**config.mk**
```make
export PLATFORM = sky130hd
export DESIGN_NAME = zero_skip_dot_unit_flat
export DESIGN_NICKNAME = d
export VERILOG_FILES = /design/src/rtl/zero_skip_dot_unit_if.sv /design/src/rtl/zero_skip_dot_unit.sv /design/src/flat_wrapper.sv
export SDC_FILE = /design/constraint.sdc
export NUM_CORES = 1
export LEC_CHECK = 0
export BUFFER_PORTS_ARGS = -buffer_cell sky130_fd_sc_hd__buf_2
export CORE_MARGIN = 3
export CORE_UTILIZATION = 45
export DETAILED_ROUTE_END_ITERATION = 16
export GPL_TIMING_DRIVEN = 0
export PLACE_DENSITY = 0.72
export SYNTH_ARGS = -nofsm -noshare
export SYNTH_HDL_FRONTEND = slang
export SYNTH_SLANG_ARGS = --single-unit
```
**constraint.sdc**
```tcl
create_clock -name clk -period 4.8 [get_ports clk]
set_input_delay 0.48 -clock clk [delete_from_list [all_inputs] [get_ports clk]]
set_output_delay 0.48 -clock clk [all_outputs]
set_load 0.005 [all_outputs]
```
**src/rtl/zero_skip_dot_unit_if.sv**
```systemverilog
// Stream bundle for zero_skip_dot_unit: operand beats in, dot-product results out.
// master = upstream/downstream side (testbench or datapath), slave = the dot unit.
interface zero_skip_dot_unit_if #(
    parameter int LANES  = 4,
    parameter int DATA_W = 8,
    parameter int ACC_W  = 32
);
    logic                      in_valid;
    logic                      in_ready;
    logic [LANES*DATA_W-1:0]   in_a;
    logic [LANES*DATA_W-1:0]   in_b;
    logic                      in_last;
    logic                      out_valid;
    logic                      out_ready;
    logic [ACC_W-1:0]          out_acc;
    logic [LANES-1:0]          out_skip_mask;
    logic [15:0]               out_skip_cnt;

    modport master (
        output in_valid, in_a, in_b, in_last, out_ready,
        input  in_ready, out_valid, out_acc, out_skip_mask, out_skip_cnt
    );

    modport slave (
        input  in_valid, in_a, in_b, in_last, out_ready,
        output in_ready, out_valid, out_acc, out_skip_mask, out_skip_cnt
    );
endinterface

```
**src/rtl/zero_skip_dot_unit.sv**
```systemverilog
// Multi-lane zero-skipping dot-product unit: S1 multiplies lanes, S2 sums and accumulates.
// Optional per-vector skip counter enabled by defining ZERO_SKIP_STATS_EN.
module zero_skip_dot_unit #(
    parameter int LANES  = 4,
    parameter int DATA_W = 8,
    parameter int ACC_W  = 32,
    parameter int SIGNED = 0
) (
    input  logic                  clk,
    input  logic                  rst_n,
    zero_skip_dot_unit_if.slave   bus
);
    localparam int PROD_W = 2 * DATA_W;

    logic                w_adv;
    logic [LANES-1:0]    w_skip;
    logic [PROD_W-1:0]   w_prod [LANES];
    logic [ACC_W-1:0]    w_ext  [LANES];
    logic [ACC_W-1:0]    w_sum;

    logic                r_s1_valid;
    logic                r_s1_last;
    logic [LANES-1:0]    r_s1_mask;
    logic [PROD_W-1:0]   r_s1_prod [LANES];
    logic [ACC_W-1:0]    r_acc;
    logic [ACC_W-1:0]    r_out_acc;
    logic [LANES-1:0]    r_out_mask;
    logic                r_out_valid;

    // The whole pipeline freezes only while a result sits unaccepted.
    assign w_adv        = !(r_out_valid && !bus.out_ready);
    assign bus.in_ready = w_adv;

    for (genvar gi = 0; gi < LANES; gi++) begin : g_lane
        logic [DATA_W-1:0] w_a;
        logic [DATA_W-1:0] w_b;
        assign w_a        = bus.in_a[gi*DATA_W +: DATA_W];
        assign w_b        = bus.in_b[gi*DATA_W +: DATA_W];
        assign w_skip[gi] = (w_a == '0) || (w_b == '0);
        if (SIGNED != 0) begin : g_signed
            logic signed [PROD_W-1:0] w_mul;
            assign w_mul      = $signed(w_a) * $signed(w_b);
            assign w_prod[gi] = w_skip[gi] ? '0 : w_mul;
            assign w_ext[gi]  = ACC_W'($signed(r_s1_prod[gi]));
        end else begin : g_unsigned
            assign w_prod[gi] = w_skip[gi] ? '0 : PROD_W'(w_a) * PROD_W'(w_b);
            assign w_ext[gi]  = ACC_W'(r_s1_prod[gi]);
        end
    end

    always_comb begin
        w_sum = '0;
        for (int i = 0; i < LANES; i++) begin
            w_sum = w_sum + w_ext[i];
        end
    end

    always_ff @(posedge clk or negedge rst_n) begin
        if (!rst_n) begin
            r_s1_valid  <= 1'b0;
            r_s1_last   <= 1'b0;
            r_s1_mask   <= '0;
            for (int i = 0; i < LANES; i++) begin
                r_s1_prod[i] <= '0;
            end
            r_acc       <= '0;
            r_out_acc   <= '0;
            r_out_mask  <= '0;
            r_out_valid <= 1'b0;
        end else if (w_adv) begin
            r_s1_valid <= bus.in_valid;
            r_s1_last  <= bus.in_last;
            r_s1_mask  <= w_skip;
            for (int i = 0; i < LANES; i++) begin
                r_s1_prod[i] <= w_prod[i];
            end
            // When advancing with a result held, out_ready is high, so that result is popped.
            if (r_s1_valid && r_s1_last) begin
                r_out_acc   <= r_acc + w_sum;
                r_out_mask  <= r_s1_mask;
                r_out_valid <= 1'b1;
                r_acc       <= '0;
            end else begin
                if (r_s1_valid) begin
                    r_acc <= r_acc + w_sum;
                end
                r_out_valid <= 1'b0;
            end
        end
    end

    assign bus.out_valid     = r_out_valid;
    assign bus.out_acc       = r_out_acc;
    assign bus.out_skip_mask = r_out_mask;

`ifdef ZERO_SKIP_STATS_EN
    logic [15:0] r_cnt;
    logic [15:0] r_out_cnt;
    logic [15:0] w_pop;
    logic [16:0] w_cnt_sum;
    logic [15:0] w_cnt_next;

    always_comb begin
        w_pop = '0;
        for (int i = 0; i < LANES; i++) begin
            w_pop = w_pop + 16'(r_s1_mask[i]);
        end
    end

    // Saturate rather than wrap so a huge sparse vector still reads as "very many".
    assign w_cnt_sum  = {1'b0, r_cnt} + {1'b0, w_pop};
    assign w_cnt_next = w_cnt_sum[16] ? 16'hFFFF : w_cnt_sum[15:0];

    always_ff @(posedge clk or negedge rst_n) begin
        if (!rst_n) begin
            r_cnt     <= '0;
            r_out_cnt <= '0;
        end else if (w_adv && r_s1_valid) begin
            if (r_s1_last) begin
                r_out_cnt <= w_cnt_next;
                r_cnt     <= '0;
            end else begin
                r_cnt <= w_cnt_next;
            end
        end
    end

    assign bus.out_skip_cnt = r_out_cnt;
`else
    assign bus.out_skip_cnt = '0;
`endif
endmodule

```
**src/flat_wrapper.sv**
```systemverilog
// flat-port wrapper written by rule: the top's interface ports become plain ports
module zero_skip_dot_unit_flat 
#(
    parameter int LANES  = 4,
    parameter int DATA_W = 8,
    parameter int ACC_W  = 32,
    parameter int SIGNED = 0
)
  (clk, rst_n, bus_in_valid, bus_in_a, bus_in_b, bus_in_last, bus_out_ready, bus_in_ready, bus_out_valid, bus_out_acc, bus_out_skip_mask, bus_out_skip_cnt);
  zero_skip_dot_unit_if #(.LANES(LANES), .DATA_W(DATA_W), .ACC_W(ACC_W)) bus_i ();
  input  logic clk;
  input  logic rst_n;
  input wire logic [$bits(bus_i.in_valid)-1:0] bus_in_valid;
  input wire logic [$bits(bus_i.in_a)-1:0] bus_in_a;
  input wire logic [$bits(bus_i.in_b)-1:0] bus_in_b;
  input wire logic [$bits(bus_i.in_last)-1:0] bus_in_last;
  input wire logic [$bits(bus_i.out_ready)-1:0] bus_out_ready;
  output wire logic [$bits(bus_i.in_ready)-1:0] bus_in_ready;
  output wire logic [$bits(bus_i.out_valid)-1:0] bus_out_valid;
  output wire logic [$bits(bus_i.out_acc)-1:0] bus_out_acc;
  output wire logic [$bits(bus_i.out_skip_mask)-1:0] bus_out_skip_mask;
  output wire logic [$bits(bus_i.out_skip_cnt)-1:0] bus_out_skip_cnt;
  assign bus_i.in_valid = bus_in_valid;
  assign bus_i.in_a = bus_in_a;
  assign bus_i.in_b = bus_in_b;
  assign bus_i.in_last = bus_in_last;
  assign bus_i.out_ready = bus_out_ready;
  assign bus_in_ready = bus_i.in_ready;
  assign bus_out_valid = bus_i.out_valid;
  assign bus_out_acc = bus_i.out_acc;
  assign bus_out_skip_mask = bus_i.out_skip_mask;
  assign bus_out_skip_cnt = bus_i.out_skip_cnt;
  zero_skip_dot_unit #(.LANES(LANES), .DATA_W(DATA_W), .ACC_W(ACC_W), .SIGNED(SIGNED)) u_core (.clk(clk), .rst_n(rst_n), .bus(bus_i));
endmodule
```
==> results by group <==
Logic synthesis
  • Synth Area in Compound Gates: 14.4%
  • Syn avg cell area: 9.18 um2
  • Sequential area share after synthesis: 21.3%
  • Main combinational cell family by area after synthesis: adder cells
  • Post-synth EDFFs: 0
  • Seq cells post-synth: 139
  • Post-synthesis mux area share: 0.230%
  • Synth cell types: 73
  • Ys flop type: dfrtp_1
  • Mapped cell area: 16300 um2
  • Synth Area in Adders: 35.7%
  • Post-Synth Simple-Gate Area: 15.5%
  • XOR/XNOR share of the synthesized area: 4.08%
  • Async SR Flop Fraction: 100%
  • Gate Count Post-Synth: 1776
  • Syn. warnings: 0

Route
  • Routed WL per cell: 16.0 um
  • ANT nets after route: 0
  • Final wirelength: 38400 um
  • DR vias/cell: 5.33
  • DR pass1 iterations: 5
  • Vias: 12800
  • DRC viols: 0
  • DR iter-0 viols: 628

Setup path
  • Worst Path Required: 5.16 ns
  • RR Startpoint: u_core.r_s1_prod[32]$_DFFE_PN0N_
  • Crit-path max FO: 5
  • Critical path launch point: u_core.r_s1_prod[32]$_DFFE_PN0N_
  • Startpoint Class: flip-flop
  • Crit path kind: flip-flop to flip-flop
  • Arr. time, crit path: 5.35 ns
  • Worst setup EP type: flip-flop

Timing
  • Final worst slack: -0.187 ns
  • RSZ-0062 raised after global routing: true
  • Max Fclk: 201 MHz
  • Setup tns final: -2.85 ns
  • Final Max Slew Viols: 0
  • Post-route clock skew: 0.00842 ns
  • Rel. slew slack: 38.3%
  • Measured slew at the worst slew-check pin: 0.922 ns
  • Hold_ws: -0.00394 ns
  • Crit share post-route: 104%
  • Final setup violating endpoints: 26
  • Final Hold Violating Endpoints: 6
  • Period minus WS final: 4.99 ns

Finish
  • P&R area growth vs syn: 14.4%
  • Share of layout cells above drive strength 1: 13.2%
  • Fin util: 52.3%
  • Fin nets: 2349
  • Finished Layout Cells: 2395
  • Antenna Diode Count: 0

Place
  • IO buf count: 82
  • Hpwl dp: 30200 um
  • Placed Cells incl. Taps: 2335
  • Routability Congestion: 0.883

Die
  • Core area: 35700 um2
  • Starting Density: 45.7%
  • Row count: 69
  • Chip width: 196 um
  • Die height: 196 um
  • I/O pins: 123
  • Die ar.: 38600 um2

Clock tree
  • Worst-skew pair later-pin latency: 0.44 ns
  • Root Buffer: clkbuf_16
  • CTS H-tree lvls: 4
  • Register clock-pin slew on the reported worst setup and hold paths: 0.06 ns
  • CTS sink cnt: 139
  • Post-CTS Hold Buffers: 0
  • CTS tree: yes
  • CTS Buffer Depth: 2
  • Cts bufs inserted: 17

Global route
  • Initial antenna violation count: 0
  • Number of global-route vias before repair: 12900
  • Largest net degree at the start of global routing: 87
  • Total grt overflow: 0
  • First-pass GRT wire length: 63500 um
  • Global Route Usage Sum: 20.1%

Run status
  • Failing checks: negative hold slack, negative setup slack
  • Outcome: finished, violations left

Hold path
  • Hold WC Path Type: input port to async pin

Run
  • Max Cap Viol: 0
[metal layers]
| metal | part of all wire (%) | global-route usage [%] | wire length, um | up-vias |
|---|---|---|---|---|
| met5 | 0 | 0 | 0 | - |
| met4 | 2.7 | 6.13 | 1040 | 0 |
| met2 | 50 | 34.7 | 19200 | 294 |
| met3 | 4.1 | 2.63 | 1580 | 59 |
| li1 | - | - | - | 6103 |
| met1 | 43 | 26.5 | 16600 | 6316 |
[cell type report]
cell class              instances  area, um2
clock buffers                  17        425
well taps                     461        577
repair buffers                111        684
fillers                      3133      17000
flip-flops and latches        139       3480
plain buffers                  72        388
inverters                     281       1050
multi-input cells            1299      11900
clock inverters                15        188
[critical path, cell delays in order, from the launching register on]
cell and delay, ns:
dfrtp_1 0.36, ha_2 0.20, inv_2 0.04, fa_2 0.36
nor2b_4 0.16, o31ai_4 0.07, a211o_1 0.31, nand3_2 0.08
o41a_1 0.22, a31oi_4 0.12, xnor2_2 0.16, fa_1 0.52
inv_2 0.04, fa_1 0.51, inv_2 0.04, ha_4 0.29
buf_6 0.11, nand4_1 0.13, a21oi_4 0.20, nand3_2 0.14
a31oi_4 0.24, buf_6 0.14, o21ai_4 0.06, or3_1 0.35
o21ai_1 0.07
[per-stage QoR]
stage	cell area, um2	hold slack (ns)	setup WS [ns]
final	18700	-0.00394	-0.187
after detailed placement	17400	0.463	-0.608
after floorplan	16400	0.184	0.0391
after global placement	17400	0.450	-0.501
after CTS	18300	0.00989	-0.235
after global routing	18700	0.0265	-0.376
[cell usage in the layout (no fill, tap or decap), types with 37 or more instances in the layout]
master,instances
inv_1,278
nand2_1,246
fa_1,176
ha_1,174
dfrtp_1,137
and2_1,126
buf_2,85
o21ai_0,61
a22o_1,55
nor2_1,47
clkbuf_1,45
xnor2_1,43
a21oi_1,40
buf_4,37
[final timing paths]
kind	endpoint	slack (ns)	depth (start not counted)
min in group clk	u_core.r_s1_last$_DFFE_PN0N_	0.28	3
min reg2reg	u_core.bus.out_skip_mask[0]$_DFFE_PN0P_	0.47	2
max in group asynchronous	u_core.r_s1_prod[50]$_DFFE_PN0N_	3.98	2
max	u_core.r_acc[26]$_DFFE_PN0P_	-0.19	24
max reg2reg	u_core.r_acc[26]$_DFFE_PN0P_	-0.19	24
min	u_core.bus.out_acc[2]$_DFFE_PN0P_	-0.004	1
[synthesized netlist by cell type (5+ instances only)]
cell type,number,share of area (%)
or4_1,12,0.55
or3_1,13,0.50
inv_1,281,6.5
buf_4,17,0.78
nand2_1,246,5.7
o21ai_1,23,0.71
a22o_1,55,3.0
xnor2_1,50,2.7
and2_1,126,4.8
nor3_1,10,0.31
a31oi_1,14,0.54
and3_1,5,0.19
o21ai_0,67,2.1
nor2_1,49,1.1
clkbuf_1,45,1.0
a211oi_1,7,0.32
a211o_1,5,0.27
o211ai_1,7,0.32
a21oi_1,43,1.3
nand3_1,23,0.71
fa_1,177,22
a211oi_2,6,0.46
xor2_1,26,1.4
dfrtp_1,139,21
nor4_1,11,0.42
buf_2,6,0.18
a21o_1,34,1.6
ha_1,182,14
o21bai_1,9,0.41
[flip-flops by register name, indices dropped and copies added (netlist names)]
register	flops
u_core.r_s1_prod	64
u_core.bus.out_acc	32
u_core.r_acc	32
u_core.bus.out_skip_mask	4
u_core.r_s1_mask	4
u_core.bus.out_valid	1
u_core.r_s1_last	1
u_core.r_s1_valid	1
[repair_timing]
item                                    4_1_cts  5_1_grt
endpoints found under the setup margin       35       38
pin swaps                                    33       36
cloned                                        1        0
gates resized for setup                      43       46
setup buffers                                15       13
[logic make-up after synthesis]
logic type / Yosys count
adder cells (fa/ha/maj): 359
other: 1
XOR/XNOR: 76
buffers and inverters: 353
flip-flops: 139
AND/OR/NAND/NOR: 520
AO/OA/AOI/OAI: 325
multiplexers: 3
Power is not shown: default switching activity piles up to over one toggle a cycle in this logic, so the estimate is an artifact.
